## src/rtl/conv_pkg.sv

```systemverilog
// Shared types and geometry helpers for the conv layer writeback path.
package conv_pkg;

    typedef enum logic [1:0] {
        S_IDLE,
        S_WAIT_BANK,
        S_RUN,
        S_DONE
    } state_t;

    function automatic int ofm_size(input int ifm, input int k);
        return ifm - k + 1;
    endfunction

    // Pixel count of one output map for the default 32x32 input, 5x5 kernel layer
    localparam int OFM_PIXELS = ofm_size(32, 5) * ofm_size(32, 5);

endpackage

```

## src/rtl/conv_ofm_writeback.sv

```systemverilog
// Scatters a pixel-major, filter-innermost result stream into per-filter IFM banks.
// Define CONV_OFM_PINGPONG_EN for a double-buffered bank select gated by i_next_bank_free.
module conv_ofm_writeback
    import conv_pkg::*;
#(
    parameter int DATA_WIDTH        = 32,
    parameter int IFM_SIZE          = 32,
    parameter int KERNAL_SIZE       = 5,
    parameter int NUMBER_OF_FILTERS = 15,
    parameter int ADDRESS_SIZE_OFM  = $clog2((IFM_SIZE - KERNAL_SIZE + 1) * (IFM_SIZE - KERNAL_SIZE + 1))
) (
    input  logic                         i_clk,
    input  logic                         i_reset,
    input  logic                         i_frame_start,
    input  logic                         i_in_valid,
    input  logic [DATA_WIDTH-1:0]        i_data_in,
`ifdef CONV_OFM_PINGPONG_EN
    input  logic [1:0]                   i_next_bank_free,
    output logic [ADDRESS_SIZE_OFM:0]    o_ofm_address,
`else
    output logic [ADDRESS_SIZE_OFM-1:0]  o_ofm_address,
`endif
    output logic [DATA_WIDTH-1:0]        o_ofm_data,
    output logic [NUMBER_OF_FILTERS-1:0] o_ofm_enable_write,
    output logic                         o_busy,
    output logic                         o_frame_done,
    output logic                         o_error
);

    localparam int OFM_SIZE = ofm_size(IFM_SIZE, KERNAL_SIZE);
    localparam int FW       = (NUMBER_OF_FILTERS > 1) ? $clog2(NUMBER_OF_FILTERS) : 1;
    localparam int CW       = (OFM_SIZE > 1) ? $clog2(OFM_SIZE) : 1;

    localparam logic [FW-1:0]               FILT_LAST = FW'(NUMBER_OF_FILTERS - 1);
    localparam logic [CW-1:0]               POS_LAST  = CW'(OFM_SIZE - 1);
    localparam logic [ADDRESS_SIZE_OFM-1:0] ROW_STEP  = ADDRESS_SIZE_OFM'(OFM_SIZE);

    state_t                         r_state;
    logic [FW-1:0]                  r_filt;
    logic [CW-1:0]                  r_col;
    logic [CW-1:0]                  r_row;
    logic [ADDRESS_SIZE_OFM-1:0]    r_base;
    logic [DATA_WIDTH-1:0]          r_ofm_data;
    logic [ADDRESS_SIZE_OFM-1:0]    r_ofm_address;
    logic [NUMBER_OF_FILTERS-1:0]   r_ofm_enable_write;
    logic                           r_busy;
    logic                           r_frame_done;
    logic                           r_error;

    logic [ADDRESS_SIZE_OFM-1:0]    w_pixel_addr;
    logic                           w_last_filt;
    logic                           w_last_pixel;
    logic                           w_bank_ready;

    // r_base tracks row*OFM_SIZE so the pixel address needs only an adder
    assign w_pixel_addr = r_base + ADDRESS_SIZE_OFM'(r_col);
    assign w_last_filt  = (r_filt == FILT_LAST);
    assign w_last_pixel = (r_row == POS_LAST) && (r_col == POS_LAST);

`ifdef CONV_OFM_PINGPONG_EN
    logic r_bank;
    assign w_bank_ready  = i_next_bank_free[r_bank];
    assign o_ofm_address = {r_bank, r_ofm_address};
`else
    assign w_bank_ready  = 1'b1;
    assign o_ofm_address = r_ofm_address;
`endif

    assign o_ofm_data         = r_ofm_data;
    assign o_ofm_enable_write = r_ofm_enable_write;
    assign o_busy             = r_busy;
    assign o_frame_done       = r_frame_done;
    assign o_error            = r_error;

    always_ff @(posedge i_clk or posedge i_reset) begin
        if (i_reset) begin
            r_state            <= S_IDLE;
            r_filt             <= '0;
            r_col              <= '0;
            r_row              <= '0;
            r_base             <= '0;
            r_ofm_data         <= '0;
            r_ofm_address      <= '0;
            r_ofm_enable_write <= '0;
            r_busy             <= 1'b0;
            r_frame_done       <= 1'b0;
            r_error            <= 1'b0;
`ifdef CONV_OFM_PINGPONG_EN
            r_bank             <= 1'b0;
`endif
        end else begin
            r_ofm_enable_write <= '0;
            r_frame_done       <= 1'b0;
            case (r_state)
                S_IDLE: begin
                    if (i_in_valid) begin
                        r_error <= 1'b1;
                    end
                    if (i_frame_start) begin
                        r_busy <= 1'b1;
                        if (w_bank_ready) begin
                            r_filt  <= '0;
                            r_col   <= '0;
                            r_row   <= '0;
                            r_base  <= '0;
                            r_state <= S_RUN;
                        end else begin
                            r_state <= S_WAIT_BANK;
                        end
                    end
                end
                S_WAIT_BANK: begin
                    if (i_in_valid || i_frame_start) begin
                        r_error <= 1'b1;
                    end
                    if (w_bank_ready) begin
                        r_filt  <= '0;
                        r_col   <= '0;
                        r_row   <= '0;
                        r_base  <= '0;
                        r_state <= S_RUN;
                    end
                end
                S_RUN: begin
                    if (i_frame_start) begin
                        r_error <= 1'b1;
                    end
                    if (i_in_valid) begin
                        r_ofm_data         <= i_data_in;
                        r_ofm_address      <= w_pixel_addr;
                        r_ofm_enable_write <= NUMBER_OF_FILTERS'(1) << r_filt;
                        if (w_last_filt && w_last_pixel) begin
                            r_frame_done <= 1'b1;
                            r_state      <= S_DONE;
                        end else if (!w_last_filt) begin
                            r_filt <= r_filt + FW'(1);
                        end else begin
                            r_filt <= '0;
                            if (r_col == POS_LAST) begin
                                r_col  <= '0;
                                r_row  <= r_row + CW'(1);
                                r_base <= r_base + ROW_STEP;
                            end else begin
                                r_col <= r_col + CW'(1);
                            end
                        end
                    end
                end
                S_DONE: begin
                    if (i_in_valid || i_frame_start) begin
                        r_error <= 1'b1;
                    end
                    r_busy  <= 1'b0;
                    r_state <= S_IDLE;
`ifdef CONV_OFM_PINGPONG_EN
                    r_bank  <= ~r_bank;
`endif
                end
                default: begin
                    r_state <= S_IDLE;
                end
            endcase
        end
    end

endmodule
```

## config.mk

```make
export PLATFORM = sky130hd
export DESIGN_NAME = conv_ofm_writeback
export DESIGN_NICKNAME = d
export VERILOG_FILES = /design/src/rtl/conv_pkg.sv /design/src/rtl/conv_ofm_writeback.sv
export SDC_FILE = /design/constraint.sdc
export NUM_CORES = 1
export LEC_CHECK = 0
export ABC_AREA = 1
export CAP_MARGIN = 20
export CORE_MARGIN = 8
export CORE_UTILIZATION = 45
export CTS_CLUSTER_SIZE = 20
export DETAILED_ROUTE_END_ITERATION = 6
export HOLD_SLACK_MARGIN = 0.15
export PLACE_DENSITY = 0.74
export SLEW_MARGIN = 0
export SYNTH_ARGS = -nofsm -noshare
export SYNTH_HDL_FRONTEND = slang
export SYNTH_SLANG_ARGS = --single-unit
```

## constraint.sdc

```tcl
create_clock -name i_clk -period 6.6 [get_ports i_clk]
set_input_delay 0.66 -clock i_clk [delete_from_list [all_inputs] [get_ports i_clk]]
set_output_delay 0.66 -clock i_clk [all_outputs]
set_load 0.02 [all_outputs]
```

### After elaboration in Yosys (flattened, before gate mapping)

Cells that the tools add are included.
W data, S select, Z words.

* $add $sub $neg: 5
* shift operators: 1
* equality and inequality tests: 15
* reduce and logical (&&, ||, !) cells: 14
* mux-type cells: 36

Operator list (count)
* $mux W10: 5
* $mux W5: 9
* $mux W15: 2
* $pmux W10 S3: 1
* $pmux W5 S3: 2
* $mux W4: 4
* $ne A2 B2 Y1 const B: 8
* $shl A1 B4 Y15 const A: 1
* $pmux W4 S3: 1
* $add A10 B5 Y10: 1
* $add A10 B5 Y10 const B: 1
* $add A5 B1 Y5 const B: 2
* $eq A5 B5 Y1 const B: 2
* $pmux W2 S4: 1
* $mux W1: 6
* $mux W2: 3
* $reduce_and A3 Y1: 2
* $reduce_and A6 Y1: 1
* $reduce_and A5 Y1: 1
* $add A4 B1 Y4 const B: 1
* $eq A2 B2 Y1 const B: 2
* $eq A4 B4 Y1 const B: 1
* $reduce_and A2 Y1: 2
* $reduce_and A4 Y1: 1
* 10 further kinds: 11

* bits in registers: 86
* output and inout port bits: 60

### Logic depth before layout (Yosys ltp)

Gate-level depths: netlist of the first run.

* depth in word-level cells: 6
* mapped depth: 9
* mapped depth without buffers: 9

### Worst setup path after synthesis of the first run

Ideal clock, no wire load.

* path kind: register to register
* start point: register r_col[1]
* end point: register r_row[2]
* arrival: 1351 ps
* buffers on the path: 1
* clock period less this slack: 1468 ps
* setup slack: 5132 ps
* cell stages (with the launch flop): 10
* path through: dfrtp_1 > ha_1 > inv_1 > nor2_2 > nand2_1 > o21ai_1 > nand4_2 > buf_6 > nand2_1 > nand2_1

* longest elaborated chain between the ends: 5

RTL lines
* from (decl): RTL line conv_ofm_writeback.sv:40 `logic [CW-1:0] r_col;`
* from (signal assigned): RTL line conv_ofm_writeback.sv:144 `r_col <= r_col + CW'(1);`
* $eq A5 B5 Y1 (*): RTL line conv_ofm_writeback.sv:58, conv_ofm_writeback.sv:139
* $logic_and A1 B1 Y1: RTL line conv_ofm_writeback.sv:58 `assign w_last_pixel = (r_row == POS_LAST) && (r_col == POS_LAST);`
* $logic_and A1 B1 Y1: RTL line conv_ofm_writeback.sv:132 `if (w_last_filt && w_last_pixel) begin`
* $ne A2 B2 Y1 (no source line)
* $reduce_and A6 Y1 (no source line) (*)
* to (signal assigned): RTL line conv_ofm_writeback.sv:141 `r_row <= r_row + CW'(1);`
* to (decl): RTL line conv_ofm_writeback.sv:41 `logic [CW-1:0] r_row;`

Every way passes the cells marked *; elsewhere a longest branch is shown, timed or not.
A chain may end at the register's enable or synchronous reset.

### Worst setup path in the final report of the first run

* start point: input port i_in_valid
* end point: register r_ofm_enable_write[4], in the netlist o_ofm_enable_write[4]

* longest elaborated chain between the ends: 2

RTL lines
* from (decl): RTL line conv_ofm_writeback.sv:15 `input logic i_in_valid,`
* $mux W15: RTL line conv_ofm_writeback.sv:128 `if (i_in_valid) begin`
* $mux W15: RTL line conv_ofm_writeback.sv:94 `case (r_state)`
* to (signal assigned): RTL line conv_ofm_writeback.sv:131 `r_ofm_enable_write <= NUMBER_OF_FILTERS'(1) << r_filt;`
* to (decl): RTL line conv_ofm_writeback.sv:45 `logic [NUMBER_OF_FILTERS-1:0] r_ofm_enable_write;`

No other way between the ends.

==> results of run 1 <==
area by class of cell:
type | count | area, um2
inverters | 33 | 125
repair buffers | 97 | 978
multi-input cells | 333 | 1550
well taps | 108 | 135
clock buffers | 11 | 131
clock inverters | 5 | 62.6
fillers | 739 | 3470
flip-flops and latches | 84 | 2100
routing by layer:
metal	wire length, um	share of wire (%)
met3	616	6.9
met1	4160	46
met5	0	0
met4	138	1.5
met2	4030	45
worst max-delay path by stage:
| stage | end | slack [ns] | depth (start not counted) |
|---|---|---|---|
| after floorplan | o_busy | 3.77 | 1 |
| final | o_ofm_enable_write[4] | 3.76 | 6 |
| after detailed placement | o_ofm_enable_write[4] | 3.36 | 6 |
| after global routing | o_ofm_enable_write[4] | 3.51 | 6 |
| after CTS | o_ofm_enable_write[4] | 3.73 | 6 |
| after global placement | o_ofm_enable_write[2] | 3.44 | 6 |
flip-flops by register name, indices dropped and copies added (netlist names):
signal	cells
o_busy	1
o_error	1
o_frame_done	1
o_ofm_address	10
o_ofm_data	32
o_ofm_enable_write	15
r_base	8
r_col	5
r_filt	4
r_row	5
r_state	2
critical path: cells and delay by family:
kind / cells / cell delay [ns]
simple gates: 3 / 1.32
buf+inv: 3 / 1.13
power breakdown:
group          leakage [nW]  internal (mW)  total [mW]  switching [mW]
sequential             1.10          0.555       0.587          0.0317
combinational          1.34          0.102       0.233           0.131
clock                0.0897          0.176       0.358           0.182
synth_stat cells, drive strengths merged:
cell type  count  share of area (%)
nand2        193                 19
dfrtp         84                 54
nor2          44                4.6
inv           33                3.2
nand3         26                3.4
nand4         18                3.1
o21ai         17                2.2
buf           15                2.5
ha             9                2.9
a21oi          8                1.0
xnor2          4               0.90
o21bai         3               0.58
or2            3               0.48
xor2           3               0.68
and3           2               0.32
clkbuf         2               0.19
a31o           1               0.23
conb           1              0.097
o31ai          1               0.19
stage by stage:
step           worst slack, ns  power (mW)  area (um2)
6_report                  3.76        1.18        5080
5_1_grt                   3.51        1.24        5080
4_1_cts                   3.73        1.19        5060
3_5_place_dp              3.36       0.830        4870
3_3_place_gp              3.44       0.825        4870
2_1_floorplan             3.77       0.721        3870
cell families after synthesis:
family	synth area share [%]
fa+ha+maj	2.91
other cells	0.0968
flops	54.2
compound gates	4.23
xor+xnor	1.58
simple gates	31.1
buf+inv	5.84
==> summary.txt, run 1 <==
Routed len/inst - 13.3 um
Max Freq - 352 MHz
Synthesized area per cell - 8.30 um2
Max Cap Viol - 0
Router iterations before antenna repair - 4
Number of hold violations in the final report - 0
Fraction of layout cells with a size suffix above 1 - 5.51%
Hold WS - 0.473 ns
Flops & latches, synth - 84
R2r endpoint - o_ofm_enable_write[4]
Post-route setup TNS - 0 ns
Most common cell after layout, fill and taps aside - nand2_1
Clock Sinks - 84
Number of DRC markers in iteration 0 - 145
Core Area - 8550 um2
Mean number of vias per cell - 4.94
Slowest cell on crit path - nor2_4
Hold crit path type - register to register
CTS resizes - 0
Global routing's busiest layer - met2
Setup violations, final - 0
Hold Path Cell Cnt - 2
Syn_nets - 512
Total routed wirelength - 8950 um
Critical Path RT - 6.88 ns
Met1 Use GR - 19.6%
Initial antenna violation count - 0
Leakage power - 2.52 nW
Hold path start - o_ofm_data[29]
Max FO, Critical Path - 47
Largest net degree at the start of global routing - 85
Reg2reg path depth - 6
Num CTS Buffers - 9
Worst Skew - 0.0105 ns
Clk_lat worst skew - 0.35 ns
Crit path cell chain - clkdlybuf4s50_1, inv_1, nor2_4, inv_2, or2_1, nor2_1
Clk slew on worst S/H paths - 0.08 ns
Tot GR Track Use - 15.6%
PD cells - 232 nW/um2
YS warnings - 0
I/O pin count - 96
Worst path max stage delay - 0.70 ns
Diodes inserted - 0
Synthesized area - 3870 um2
CP startpoint kind - primary input
Htree depth - 3
CTS Hold Bufs - 0
Period utilization - 43.1%
CP endpoint kind - register
Vias in the first global route - 3225
Yosys cell types - 31
TritonCTS clock tree - done
Placed cell count - 654
Most frequent cells in the layout - nand2_1, clkdlybuf4s50_1, dfrtp_1
GPL Wtd Cong - 0.841
Cells after Synth - 467
R2r startpoint - r_state[0]
DIE AREA - 11800 um2
Total number of vias - 3316
CP arrival - 3.12 ns
First-pass GRT wire length - 14800 um
Seq/Total Area, Yosys - 54.2%
Maximum vdd ir drop - 0.000113 V
Max transition margin - 39.7%
Slew Viols, Final - 0
Clk root buf - clkbuf_8
Non-Filler Instances - 671
Tightest Pin Transition - 0.902 ns
Die W - 109 um
RSZ-0062 raised after global routing - no
Nets - 603
ANT nets after route - 0
Crit. Startpoint - i_in_valid
GR Util met2 - 25.1%
Die height - 109 um
Core Util, Final - 59.4%
Worst setup path class - primary input to register
R2R Setup Slk - 3.98 ns
Number of I/O port buffers - 95
Postcts setup bufs - 0
Starting Density - 45.3%
WHS Endpoint - o_ofm_data[29]
Met3 usage - 3.96%
Post-DP HPWL - 6280 um
Grt total ovfl - 0
Syn-to-layout area delta - 31.1%
DRC - 0
FP Rows - 34
Status - complete, no violations
CTS Buffer Depth - 2
Tmin final - 2.84 ns
Note: power is estimated with default switching activity, not from simulation.
==> run 2, diff against run 1 <==
Clock period 6.6 ns to 2.8 ns, I/O delays scaled along.
==> summary.txt, run 2 (synthesized netlist as in run 1, its figures left out) <==
Status - complete, no violations
Setup violations, final - 0
Largest net degree at the start of global routing - 47
Number of hold violations in the final report - 0
Worst Skew - 0.0165 ns
FF+latch area - 2100 um2
Crit path cell chain - ha_1, inv_1, nor2_2, nand2_1, o21ai_1, nand4_2, nand2_1, nand2_1
CTS Hold Bufs - 0
Post-DP Area - 4890 um2
Slowest cell on crit path - dfrtp_1
FP Rows - 34
RSZ-0062 raised after global routing - no
Most frequent cells in the layout - nand2_1, clkdlybuf4s50_1, dfrtp_1
Post-route setup TNS - 0 ns
CP endpoint kind - register
I/O pin count - 96
Number of I/O port buffers - 95
Max Cap Viol - 0
CP arrival - 2.07 ns
Maximum vdd ir drop - 0.000296 V
Leakage power - 2.52 nW
Clock Sinks - 84
Nets - 604
CTS Buffer Depth - 2
Router iterations before antenna repair - 4
Worst path max stage delay - 0.41 ns
Final WS setup - 0.964 ns
First-pass GRT wire length - 14900 um
PD cells - 531 nW/um2
Die W - 109 um
Tmin final - 1.84 ns
Period utilization - 65.6%
Total routed wirelength - 9070 um
Pre-CTS WS - 0.864 ns
Core Area - 8550 um2
Hold crit path type - primary input to asynchronous set/reset pin
Num CTS Buffers - 9
Most common cell after layout, fill and taps aside - nand2_1
Max FO, Critical Path - 13
Worst setup path class - register to register
Htree depth - 3
Vias in the first global route - 3162
Syn-to-layout area delta - 30.7%
Diodes inserted - 0
Slew Viols, Final - 0
TritonCTS clock tree - done
Clk root buf - clkbuf_8
Clk_lat worst skew - 0.35 ns
CTS resizes - 0
Reg2reg path depth - 8
Core Util, Final - 59.2%
Postcts setup bufs - 0
DIE AREA - 11800 um2
Cell mode on critical path - nand2_1
Fraction of layout cells with a size suffix above 1 - 5.67%
Critical Path RT - 3.03 ns
Grt total ovfl - 0
Tot GR Track Use - 15.6%
GPL Wtd Cong - 0.892
Max transition margin - 51.9%
Clk slew on worst S/H paths - 0.09 ns
Initial antenna violation count - 0
Final instance area - 5060 um2
Number of DRC markers in iteration 0 - 134
Routed len/inst - 13.5 um
DRC - 0
Tightest Pin Transition - 0.721 ns
CP startpoint kind - register
Max reg flops - 32
Total number of vias - 3319
Final-layout fill cell count - 737
Mean number of vias per cell - 4.94
Post-DP HPWL - 6760 um
ANT nets after route - 0
Max Freq - 545 MHz
Die height - 109 um
Multi-input gate area - 1550 um2
Starting Density - 45.3%
-- run 2: cell count changes in the layout (fill, tap and decap cells not counted) --
| cell | delta |
|---|---|
| inv_6 | +1 |
| clkinv_2 | +1 |
| clkinv_4 | -1 |
| buf_4 | +1 |
| bufinv_16 | -1 |
-- run 2: final cells by class --
type	count	area share (%)
clock inverters	5	0.741
well taps	108	2.67
repair buffers	98	19.5
inverters	33	2.47
flip-flops and latches	84	41.5
multi-input cells	333	30.5
clock buffers	11	2.59
-- run 2: power breakdown --
group          switching, mW  leakage [nW]  internal, mW
sequential            0.0772          1.10          1.31
clock                  0.423        0.0799         0.326
combinational          0.313          1.34         0.241
-- run 2: routing by layer --
metal | part of all wire (%) | GRT usage, % | vias up
met1 | 46 | 20.3 | 1530
met5 | 0 | 0 | -
met4 | 2.4 | 7.43 | 0
met2 | 44 | 24.5 | 110
met3 | 7.4 | 3.37 | 21
li1 | - | - | 1658
-- run 2: through the flow --
| step | std cells | hold WS [ns] | total power [mW] |
|---|---|---|---|
| 6_report | 672 | 0.368 | 2.69 |
| 5_1_grt | 672 | 0.420 | 2.83 |
| 4_1_cts | 672 | 0.388 | 2.72 |
| 3_5_place_dp | 656 | 0.458 | 1.97 |
| 3_3_place_gp | 656 | 0.452 | 1.96 |
| 2_1_floorplan | 467 | 0.397 | 1.70 |
-- run 2: worst paths after layout --
| check | startpoint | to | slack [ns] |
|---|---|---|---|
| setup / recovery | r_col[1] | r_base[3] | 0.96 |
| hold / removal | i_reset | o_ofm_enable_write[2] | 0.37 |
| setup reg to reg | r_col[1] | r_base[3] | 0.96 |
| hold reg to reg | o_ofm_address[1] | o_ofm_address[1] | 0.47 |
| max in group asynchronous | i_reset | o_ofm_data[12] | 1.77 |
| min in group i_clk | o_ofm_address[1] | o_ofm_address[1] | 0.47 |
-- run 2: critical path: cells and delay by family (launching register included) --
kind | cells | cell delay (ns)
and+or+nand+nor | 5 | 0.79
DFF | 1 | 0.41
adders and majority gates | 1 | 0.26
AOI/OAI and AO/OA | 1 | 0.18
buffers and inverters | 1 | 0.07
